**src/rtl/hazard_ctrl_pkg.sv**
```systemverilog
// Shared types for the pipeline hazard controller: forward-select encodings,
// FSM state encoding and the scoreboard entry layouts.
package hazard_ctrl_pkg;

  localparam int unsigned REG_W = 5;
  localparam int unsigned FWD_W = 2;

  // EX operand source select
  typedef enum logic [FWD_W-1:0] {
    FWD_REG = 2'd0,
    FWD_MEM = 2'd1,
    FWD_WB  = 2'd2
  } fwd_sel_e;

  // REDIR is observational only; hazard checks behave as in RUN
  typedef enum logic [1:0] {
    ST_RUN      = 2'd0,
    ST_LU_STALL = 2'd1,
    ST_REDIR    = 2'd2
  } state_e;

  // In-flight destination tracking common to every stage
  typedef struct packed {
    logic             v;
    logic             rw;
    logic             m2r;
    logic [REG_W-1:0] dst;
  } sb_entry_t;

  // EX entry additionally keeps its sources for the forwarding muxes
  typedef struct packed {
    sb_entry_t        e;
    logic             use_rs;
    logic             use_rt;
    logic [REG_W-1:0] rs;
    logic [REG_W-1:0] rt;
  } ex_entry_t;

  localparam sb_entry_t SB_BUBBLE = '0;
  localparam ex_entry_t EX_BUBBLE = '0;

endpackage

```
**src/rtl/hazard_ctrl_match.sv**
```systemverilog
// Combinational "entry writes register r" comparator. Register 0 never matches.
// Ports: entry_i scoreboard entry, reg_i register number, hit_o match flag.
module hazard_match
  import hazard_ctrl_pkg::*;
(
  input  sb_entry_t        entry_i,
  input  logic [REG_W-1:0] reg_i,
  output logic             hit_o
);

  // load flag is irrelevant to a plain write match
  logic unused_m2r;
  assign unused_m2r = entry_i.m2r;

  assign hit_o = entry_i.v & entry_i.rw & (entry_i.dst == reg_i) & (reg_i != '0);

endmodule

```
**src/rtl/hazard_ctrl.sv**
```systemverilog
// Pipeline hazard controller for the 5-stage core: shadow scoreboard of
// in-flight destinations, per-stage stall/flush, EX forwarding and ID bypass
// selects, and stall/flush performance counters.
// Ports: clk_i/reset_i (sync, active-high); id_* decoded ID instruction;
// jump_ex_i/branch_taken_i redirects; mem_busy_i global freeze;
// stall_*_o/flush_*_o combinational pipeline controls; fwd_*_o/byp_*_o
// operand selects; stall_cnt_o/flush_cnt_o registered counters.
module hazard_ctrl
  import hazard_ctrl_pkg::*;
#(
  parameter bit          FWD_EN = 1'b1,
  parameter int unsigned CNT_W  = 32
) (
  input  logic             clk_i,
  input  logic             reset_i,
  input  logic             id_valid_i,
  input  logic [REG_W-1:0] id_rs_i,
  input  logic [REG_W-1:0] id_rt_i,
  input  logic             id_use_rs_i,
  input  logic             id_use_rt_i,
  input  logic             id_regwrite_i,
  input  logic             id_memtoreg_i,
  input  logic [REG_W-1:0] id_dst_i,
  input  logic             jump_ex_i,
  input  logic             branch_taken_i,
  input  logic             mem_busy_i,
  output logic             stall_if_o,
  output logic             stall_id_o,
  output logic             stall_ex_o,
  output logic             stall_mem_o,
  output logic             flush_id_o,
  output logic             flush_ex_o,
  output logic             flush_mem_o,
  output logic [FWD_W-1:0] fwd_a_o,
  output logic [FWD_W-1:0] fwd_b_o,
  output logic             byp_a_o,
  output logic             byp_b_o,
  output logic [CNT_W-1:0] stall_cnt_o,
  output logic [CNT_W-1:0] flush_cnt_o
);

  state_e     state_q, state_d;
  ex_entry_t  ex_q, ex_d, id_entry;
  sb_entry_t  mem_q, mem_d, wb_q, wb_d;
  logic [CNT_W-1:0] stall_cnt_q, flush_cnt_q;
  logic       flush_evt;
  logic       raw;
  fwd_sel_e   fwd_a, fwd_b;

  logic ex_hit_rs, ex_hit_rt, mem_hit_rs, mem_hit_rt, wb_hit_rs, wb_hit_rt;
  logic mem_hit_exrs, mem_hit_exrt, wb_hit_exrs, wb_hit_exrt;
  logic rd_rs, rd_rt, ex_dep, mem_dep, wb_dep;

  // ex source use bits travel with the entry but forwarding keys off rs/rt only
  logic unused_ex_use;
  assign unused_ex_use = ex_q.use_rs ^ ex_q.use_rt;

  // Matches of ID sources against every in-flight stage
  hazard_match u_ex_rs  (.entry_i(ex_q.e), .reg_i(id_rs_i), .hit_o(ex_hit_rs));
  hazard_match u_ex_rt  (.entry_i(ex_q.e), .reg_i(id_rt_i), .hit_o(ex_hit_rt));
  hazard_match u_mem_rs (.entry_i(mem_q),  .reg_i(id_rs_i), .hit_o(mem_hit_rs));
  hazard_match u_mem_rt (.entry_i(mem_q),  .reg_i(id_rt_i), .hit_o(mem_hit_rt));
  hazard_match u_wb_rs  (.entry_i(wb_q),   .reg_i(id_rs_i), .hit_o(wb_hit_rs));
  hazard_match u_wb_rt  (.entry_i(wb_q),   .reg_i(id_rt_i), .hit_o(wb_hit_rt));

  // Matches of EX sources against MEM/WB producers for forwarding
  hazard_match u_mem_exrs (.entry_i(mem_q), .reg_i(ex_q.rs), .hit_o(mem_hit_exrs));
  hazard_match u_mem_exrt (.entry_i(mem_q), .reg_i(ex_q.rt), .hit_o(mem_hit_exrt));
  hazard_match u_wb_exrs  (.entry_i(wb_q),  .reg_i(ex_q.rs), .hit_o(wb_hit_exrs));
  hazard_match u_wb_exrt  (.entry_i(wb_q),  .reg_i(ex_q.rt), .hit_o(wb_hit_exrt));

  // Decoded ID instruction as a scoreboard entry
  always_comb begin
    id_entry       = EX_BUBBLE;
    id_entry.e.v   = id_valid_i;
    id_entry.e.rw  = id_regwrite_i;
    id_entry.e.m2r = id_memtoreg_i;
    id_entry.e.dst = id_dst_i;
    id_entry.use_rs = id_use_rs_i;
    id_entry.use_rt = id_use_rt_i;
    id_entry.rs    = id_rs_i;
    id_entry.rt    = id_rt_i;
  end

  // RAW detection; an invalid ID slot reads nothing
  assign rd_rs   = id_valid_i & id_use_rs_i;
  assign rd_rt   = id_valid_i & id_use_rt_i;
  assign ex_dep  = (ex_hit_rs  & rd_rs) | (ex_hit_rt  & rd_rt);
  assign mem_dep = (mem_hit_rs & rd_rs) | (mem_hit_rt & rd_rt);
  assign wb_dep  = (wb_hit_rs  & rd_rs) | (wb_hit_rt  & rd_rt);

  always_comb begin
    raw = 1'b0;
    if (FWD_EN) raw = ex_q.e.m2r & ex_dep;
    else        raw = ex_dep | mem_dep | wb_dep;
  end

  // Next-state and stall/flush outputs, priority busy > branch > jump > RAW
  always_comb begin
    state_d     = ST_RUN;
    wb_d        = mem_q;
    mem_d       = ex_q.e;
    ex_d        = id_valid_i ? id_entry : EX_BUBBLE;
    flush_evt   = 1'b0;
    stall_if_o  = 1'b0;
    stall_id_o  = 1'b0;
    stall_ex_o  = 1'b0;
    stall_mem_o = 1'b0;
    flush_id_o  = 1'b0;
    flush_ex_o  = 1'b0;
    flush_mem_o = 1'b0;
    if (mem_busy_i) begin
      stall_if_o  = 1'b1;
      stall_id_o  = 1'b1;
      stall_ex_o  = 1'b1;
      stall_mem_o = 1'b1;
      state_d     = state_q;
      wb_d        = wb_q;
      mem_d       = mem_q;
      ex_d        = ex_q;
    end else if (branch_taken_i) begin
      flush_id_o  = 1'b1;
      flush_ex_o  = 1'b1;
      flush_mem_o = 1'b1;
      mem_d       = SB_BUBBLE;
      ex_d        = EX_BUBBLE;
      state_d     = ST_REDIR;
      flush_evt   = 1'b1;
    end else if (jump_ex_i) begin
      flush_id_o  = 1'b1;
      flush_ex_o  = 1'b1;
      ex_d        = EX_BUBBLE;
      state_d     = ST_REDIR;
      flush_evt   = 1'b1;
    end else if (raw) begin
      stall_if_o  = 1'b1;
      stall_id_o  = 1'b1;
      flush_ex_o  = 1'b1;
      ex_d        = EX_BUBBLE;
      state_d     = FWD_EN ? ST_LU_STALL : ST_RUN;
    end
  end

  // Forwarding selects; MEM beats WB, loads in MEM cannot forward yet
  always_comb begin
    fwd_a = FWD_REG;
    fwd_b = FWD_REG;
    if (FWD_EN) begin
      if (mem_hit_exrs & ~mem_q.m2r) fwd_a = FWD_MEM;
      else if (wb_hit_exrs)          fwd_a = FWD_WB;
      if (mem_hit_exrt & ~mem_q.m2r) fwd_b = FWD_MEM;
      else if (wb_hit_exrt)          fwd_b = FWD_WB;
    end
  end

  assign fwd_a_o = fwd_a;
  assign fwd_b_o = fwd_b;
  assign byp_a_o = FWD_EN & id_use_rs_i & wb_hit_rs;
  assign byp_b_o = FWD_EN & id_use_rt_i & wb_hit_rt;

  // State, scoreboard and counters
  always_ff @(posedge clk_i) begin
    if (reset_i) begin
      state_q     <= ST_RUN;
      ex_q        <= EX_BUBBLE;
      mem_q       <= SB_BUBBLE;
      wb_q        <= SB_BUBBLE;
      stall_cnt_q <= '0;
      flush_cnt_q <= '0;
    end else begin
      state_q     <= state_d;
      ex_q        <= ex_d;
      mem_q       <= mem_d;
      wb_q        <= wb_d;
      stall_cnt_q <= stall_cnt_q + CNT_W'(stall_if_o);
      flush_cnt_q <= flush_cnt_q + CNT_W'(flush_evt);
    end
  end

  assign stall_cnt_o = stall_cnt_q;
  assign flush_cnt_o = flush_cnt_q;

endmodule

```
**config.mk**
```make
export PLATFORM = sky130hd
export DESIGN_NAME = hazard_ctrl
export DESIGN_NICKNAME = d
export VERILOG_FILES = /design/src/rtl/hazard_ctrl_pkg.sv /design/src/rtl/hazard_ctrl_match.sv /design/src/rtl/hazard_ctrl.sv
export SDC_FILE = /design/constraint.sdc
export NUM_CORES = 1
export LEC_CHECK = 0
export CORE_ASPECT_RATIO = 2
export CORE_MARGIN = 8
export CORE_UTILIZATION = 46
export CTS_BUF_LIST = sky130_fd_sc_hd__clkbuf_4
export CTS_CLUSTER_DIAMETER = 60
export DETAILED_ROUTE_END_ITERATION = 10
export PLACE_DENSITY = 0.82
export SYNTH_ARGS = -nofsm -noshare
export SYNTH_HDL_FRONTEND = slang
export SYNTH_SLANG_ARGS = --single-unit
```
**constraint.sdc**
```tcl
create_clock -name clk_i -period 3.55 [get_ports clk_i]
set_input_delay 0.355 -clock clk_i [delete_from_list [all_inputs] [get_ports clk_i]]
set_output_delay 0.355 -clock clk_i [all_outputs]
set_load 0.05 [all_outputs]
```
; Yosys cells after proc, flatten, opt, wreduce, memory -nomap -nowiden
; Index checks and enable logic that the tools add are counted.
[totals]
wordCells = 81
latchBits = 0
n_memories = 0
out_inout_bits = 77
romBits = 0
inputBits = 25
ramBits = 0
regBits = 97
[op_classes]
n_reduce_logical = 4
n_eq_ne = 8
div_mod_pow = 0
shift = 0
n_lt_le_gt_ge = 0
n_mux = 22
add_sub_neg = 2
mul = 0
n_bitwise = 30
[op_table]
columns = op, count
row1 = $mux W20, 4
row2 = $add A32 B1 Y32, 2
row3 = $eq A5 B5 Y1, 8
row4 = $and A1 B1 Y1, 28
row5 = $reduce_bool A5 Y1, 4
row6 = $mux W1, 13
row7 = $mux W2, 4
row8 = $mux W8, 1
row9 = $not A1 Y1, 1
row10 = $or A1 B1 Y1, 1

; Longest topological paths before layout
; Gate-level depths: netlist of the first run.
[depth]
ltp_word = 11
ltp_mapped = 12
mapped_depth_nobuf = 12

; Hierarchy
; From an unflattened synthesis of the first run, not the netlist that was laid out.
[hier_totals]
cells_unflattened = 554
area_unflattened_um2 = 4803.4
[modules_own_cells]
columns = module, instances, seq_area_each_um2, area_per_inst_um2, cells_each
row1 = hazard_ctrl, 1, 1961.9, 4192.8, 474
row2 = hazard_match, 8, 0.0, 76.3, 10

; Worst setup path after synthesis of the first run
; No wires, ideal clock.
[synth_path]
kind = input to register
start = input port id_valid_i
end = register stall_cnt_q[16] (netlist: stall_cnt_o[16])
setup_slack_ps = -503
cell_stages = 12
setup_ps = 128
t_arrival_ps = 3925
n_path_buf = 0
required_ps = 3422
path_cell_list = and4_1 > nand4_1 > nor4_2 > nor2_1 > o31ai_1 > ha_1 > ha_1 > inv_1 > nor4_2 > nand4_1 > xor2_1 > nor2_1
[synth_via]
elab_chain_cells = 9
word_cells_on_any_way = 11
cone_classes = add/sub (1) / mux (4) / bitwise (6)
[synth_rtl]
columns = item, line
row1 = "start, declared", hazard_ctrl.sv:16  ; input logic id_valid_i,
row2 = "$and A1 B1 Y1, on equally long branches", "hazard_ctrl.sv:86, hazard_ctrl.sv:87"
row3 = $and A1 B1 Y1, hazard_ctrl.sv:88  ; assign ex_dep = (ex_hit_rs & rd_rs) | (ex_hit_rt & rd_rt);
row4 = $or A1 B1 Y1 *, hazard_ctrl.sv:88
row5 = $and A1 B1 Y1 *, hazard_ctrl.sv:94  ; if (FWD_EN) raw = ex_q.e.m2r & ex_dep;
row6 = $mux W1 * (4 in series), n/a
row7 = named net stall_id_o, hazard_ctrl.sv:28  ; output logic stall_id_o,
row8 = $add A32 B1 Y32 *, hazard_ctrl.sv:175  ; stall_cnt_q <= stall_cnt_q + CNT_W'(stall_if_o);
row9 = "end signal, assigned", hazard_ctrl.sv:175
row10 = "end, declared", hazard_ctrl.sv:45  ; logic [CNT_W-1:0] stall_cnt_q, flush_cnt_q;
; The timed path passes the listed nets; every way through them passes the cells marked *.
; A chain may end at the register's enable or synchronous reset.

; Final worst setup path of the first run
[layout_path]
start = register ex_q[16] in the netlist's numbering
end = register stall_cnt_q[30] (netlist: stall_cnt_o[30])
[layout_via]
elab_chain_cells = 11
word_cells_on_any_way = 15
cone_classes = add/sub (1) / eq/ne (2) / mux (4) / bitwise (8)
[layout_rtl]
columns = item, line
row1 = "start, declared", hazard_ctrl.sv:43  ; ex_entry_t ex_q, ex_d, id_entry;
row2 = "start signal, assigned", hazard_ctrl.sv:165  ; ex_q <= EX_BUBBLE;
row3 = "start signal, assigned", hazard_ctrl.sv:172  ; ex_q <= ex_d;
row4 = $eq A5 B5 Y1, hazard_ctrl_match.sv:15  ; assign hit_o = entry_i.v & entry_i.rw & (entry_i.dst == reg_i) & (reg_i != '0);
row5 = $and A1 B1 Y1 (2 in series), hazard_ctrl_match.sv:15
row6 = $and A1 B1 Y1, hazard_ctrl.sv:88
row7 = $or A1 B1 Y1 *, hazard_ctrl.sv:88
row8 = $and A1 B1 Y1 *, hazard_ctrl.sv:94
row9 = $mux W1 *, hazard_ctrl.sv:135  ; end else if (raw) begin
row10 = $mux W1 *, hazard_ctrl.sv:129  ; end else if (jump_ex_i) begin
row11 = $mux W1 *, hazard_ctrl.sv:121  ; end else if (branch_taken_i) begin
row12 = $mux W1 *, hazard_ctrl.sv:112  ; if (mem_busy_i) begin
row13 = $add A32 B1 Y32 *, hazard_ctrl.sv:175
; Mark *: on every way between the ends. The rest lies on a longest branch, timed or not.

==> impl_metrics.tcl, run 1 <==
set metrics [dict create \
    fin_crit_sh_pct 89.6 \
    p_per_area_mw_per_mm2 319 \
    worstMarginPinSlew_ps 633 \
    place_ws_ps -48.3 \
    hold_path.class "primary input to register" \
    final_nets 626 \
    die_area_mm2 0.0133 \
    path_clk_slew_ps 150 \
    routed_wirelength_um 12400 \
    via_per_inst 5.45 \
    tns_ps 0 \
    die_y_um 156 \
    finalHoldViolCount 0 \
    synth_xor_area_share_pct 18.8 \
    final_cell_mix "clkdlybuf4s50_1, dfxtp_1, nor2_1, xnor2_1, xor2_1" \
    rsz0062_at_grt "false" \
    whs_endpoint "mem_q[7]" \
    syn_area_mm2 0.00448 \
    grt_usage_pct 18.9 \
    rr_worst_depth 13 \
    fp-row-count 51 \
    fin_hold_ws_ps 344 \
    worstSetupStartpointType "register" \
    worstSetupPathType "register to register" \
    synth_top_family_by_area "simple AND/OR/NAND/NOR gates" \
    via_count 4006 \
    path_max_fanout 9 \
    clk_path_buf_depth 2 \
    first_iter_violations 236 \
    fin_ws_ps 369 \
    hold_depth 2 \
    die_x_um 85.8 \
    synth_area_per_cell_um2 8.95 \
    setup_viol 0 \
    synth_top_area_share_pct 43.3 \
    numCtsBuffers 9 \
    rr_endpoint "stall_cnt_o[30]" \
    grt_pass1_vias 4106 \
    synth_top_cell_by_area "dfxtp_1" \
    postPlaceCellArea_mm2 0.00562 \
    fin_skew_ps 23.6 \
    multi_input_comb_area_mm2 0.00238 \
    power_mw 1.84 \
    drc 0 \
    final.min_clock_period_ps 3180 \
    final_util_pct 59.8 \
    final-max-slew-violation-count 0 \
    worst_ep_required_time_ps 3860 \
    area_delta_synth_final_pct 28.5 \
    cts_resized 0 \
    routabilityCongestion 0.938 \
    ff2ff_setup_slack_ps 370 \
    r2r_start "ex_q[16]" \
    synthAdderAreaFrac_pct 1.12 \
    drtAntennaViolNets 0 \
    yosys.area_share.simple_pct 25.8 \
    cts_tree "built" \
    synth_compound_area_share_pct 5.86 \
    numPortBuffers 101 \
    synthCells 501 \
    relSlewSlack_pct 57.5 \
    antenna_found_initial 1 \
    num-fill-cells 853 \
    overflow 0 \
    clock_sinks 97 \
    post-route-cell-area_mm2 0.00576 \
    seqCellArea_mm2 0.00194 \
    ys_top_cells_by_area "dfxtp_1, xnor2_1, xor2_1" \
    placed_cells 718 \
    cts_setup_buffers 0 \
    synth_nets 530 \
    htree_levels 3 \
    worstHoldStart "reset_i" \
    coreArea_mm2 0.00964 \
    muxShareOfSynthArea_pct 1.56 \
    io_pins 102 \
    grt_max_degree 57 \
    first_pass_iters 4 \
    status "finished, final reports clean" \
    hpwl_um 9540 \
    ctsHoldBuffers 0 \
    p_leak_nw 1.99 \
    clock.fmax_ghz 0.314 \
    clk_latency_ps 440 \
    grt_pass1_wl_um 20000 \
    final_cells 735 \
    ctsRootBufferMaster "clkbuf_4" \
    maxCapViolCount 0 \
    cp.arrival_ps 3490 \
    drive_above_1_share_pct 6.31 \
    ir_drop_uv 271 \
    initial_core_util_pct 46.5 \
    ys_warn_count 0 \
    ys_types 35 \
    wl_per_cell_um 16.9 \
    ys_ff_latch 97 \
    mostFrequentLayoutCell "clkdlybuf4s50_1" \
    cp-end-kind "register" \
    yosysSeqAreaShare_pct 43.3 \
]
Yosys cell counts, drive strengths merged:
| master | number |
|---|---|
| dfxtp | 97 |
| and2 | 4 |
| nor2b | 5 |
| nand4 | 27 |
| nor2 | 84 |
| xnor2 | 52 |
| nor4 | 18 |
| a21oi | 13 |
| nand3b | 1 |
| nand2 | 19 |
| o21ai | 6 |
| ha | 4 |
| or3 | 4 |
| nor3 | 8 |
| inv | 8 |
| o31ai | 1 |
| nor3b | 8 |
| or4 | 6 |
| and3 | 5 |
| buf | 8 |
| a21o | 1 |
| nand3 | 24 |
| or2 | 2 |
| clkbuf | 21 |
| a22o | 17 |
| xor2 | 44 |
| and4 | 7 |
| mux2i | 7 |
critical path, cell delays in order (launching register included):
cell and delay (ps):
dfxtp_1 490, xnor2_1 190, nand4_1 140, nor4_2 300, nor2_1 140, o31ai_2 370, ha_1 280, ha_1 220
inv_1 90, nor4_2 280, buf_4 200, nand4_1 120, xor2_1 200, nor2_1 50
power by group:
| group | total [mW] | leakage (nW) | switching, mW | internal, mW |
|---|---|---|---|---|
| clock network | 0.574 | 0.0721 | 0.360 | 0.214 |
| registers | 1.11 | 0.782 | 0.00930 | 1.10 |
| logic | 0.159 | 1.14 | 0.0921 | 0.0667 |
routing by layer:
metal	wire length (um)	share of wire [%]	vias to the layer above	GRT usage, %
met5	0	0	-	0
met2	7040	57	134	35.7
met1	4280	34	1915	17.4
li1	-	-	1916	-
met4	567	4.6	0	12.5
met3	550	4.4	41	3.75
how the worst max path moves through the flow:
stage          startpoint              end  slack [ps]  cells past startpoint
4_1_cts          ex_q[16]  stall_cnt_o[24]         340                     13
6_report         ex_q[16]  stall_cnt_o[30]         370                     13
5_1_grt          ex_q[14]  stall_cnt_o[30]          70                     13
3_5_place_dp   id_rs_i[1]  stall_cnt_o[24]         -50                     14
3_3_place_gp   id_rs_i[2]  stall_cnt_o[30]         100                     14
2_1_floorplan  id_valid_i  stall_cnt_o[16]          20                     12
state kept, by name, summed over array words and instances, names as in the netlist:
| name | flops |
|---|---|
| ex_q | 18 |
| mem_q | 8 |
| flush_cnt_o | 32 |
| stall_cnt_o | 32 |
| wb_q | 7 |
area by class of cell:
type | instances | area share, %
well taps | 132 | 2.87
diodes | 1 | 0.0435
multi-input cells | 367 | 41.4
inverters | 8 | 0.522
clock buffers | 9 | 1.17
flip-flops and latches | 97 | 33.7
clock inverters | 7 | 1.20
repair buffers | 114 | 19.1
kinds of logic after synthesis:
| family | count (synthesis) |
|---|---|
| multiplexers | 7 |
| buffers and inverters | 37 |
| adder cells (fa/ha/maj) | 4 |
| AO/OA/AOI/OAI | 38 |
| flip-flops | 97 |
| AND/OR/NAND/NOR | 222 |
| XOR/XNOR | 96 |
Power figures use the tool's default switching activity.
==> run 2: changes to the inputs <==
- TNS_END_PERCENT: not set -> 1
==> results of run 2 <==
The final DEF is identical to that of run 1; final timing and power are the same.
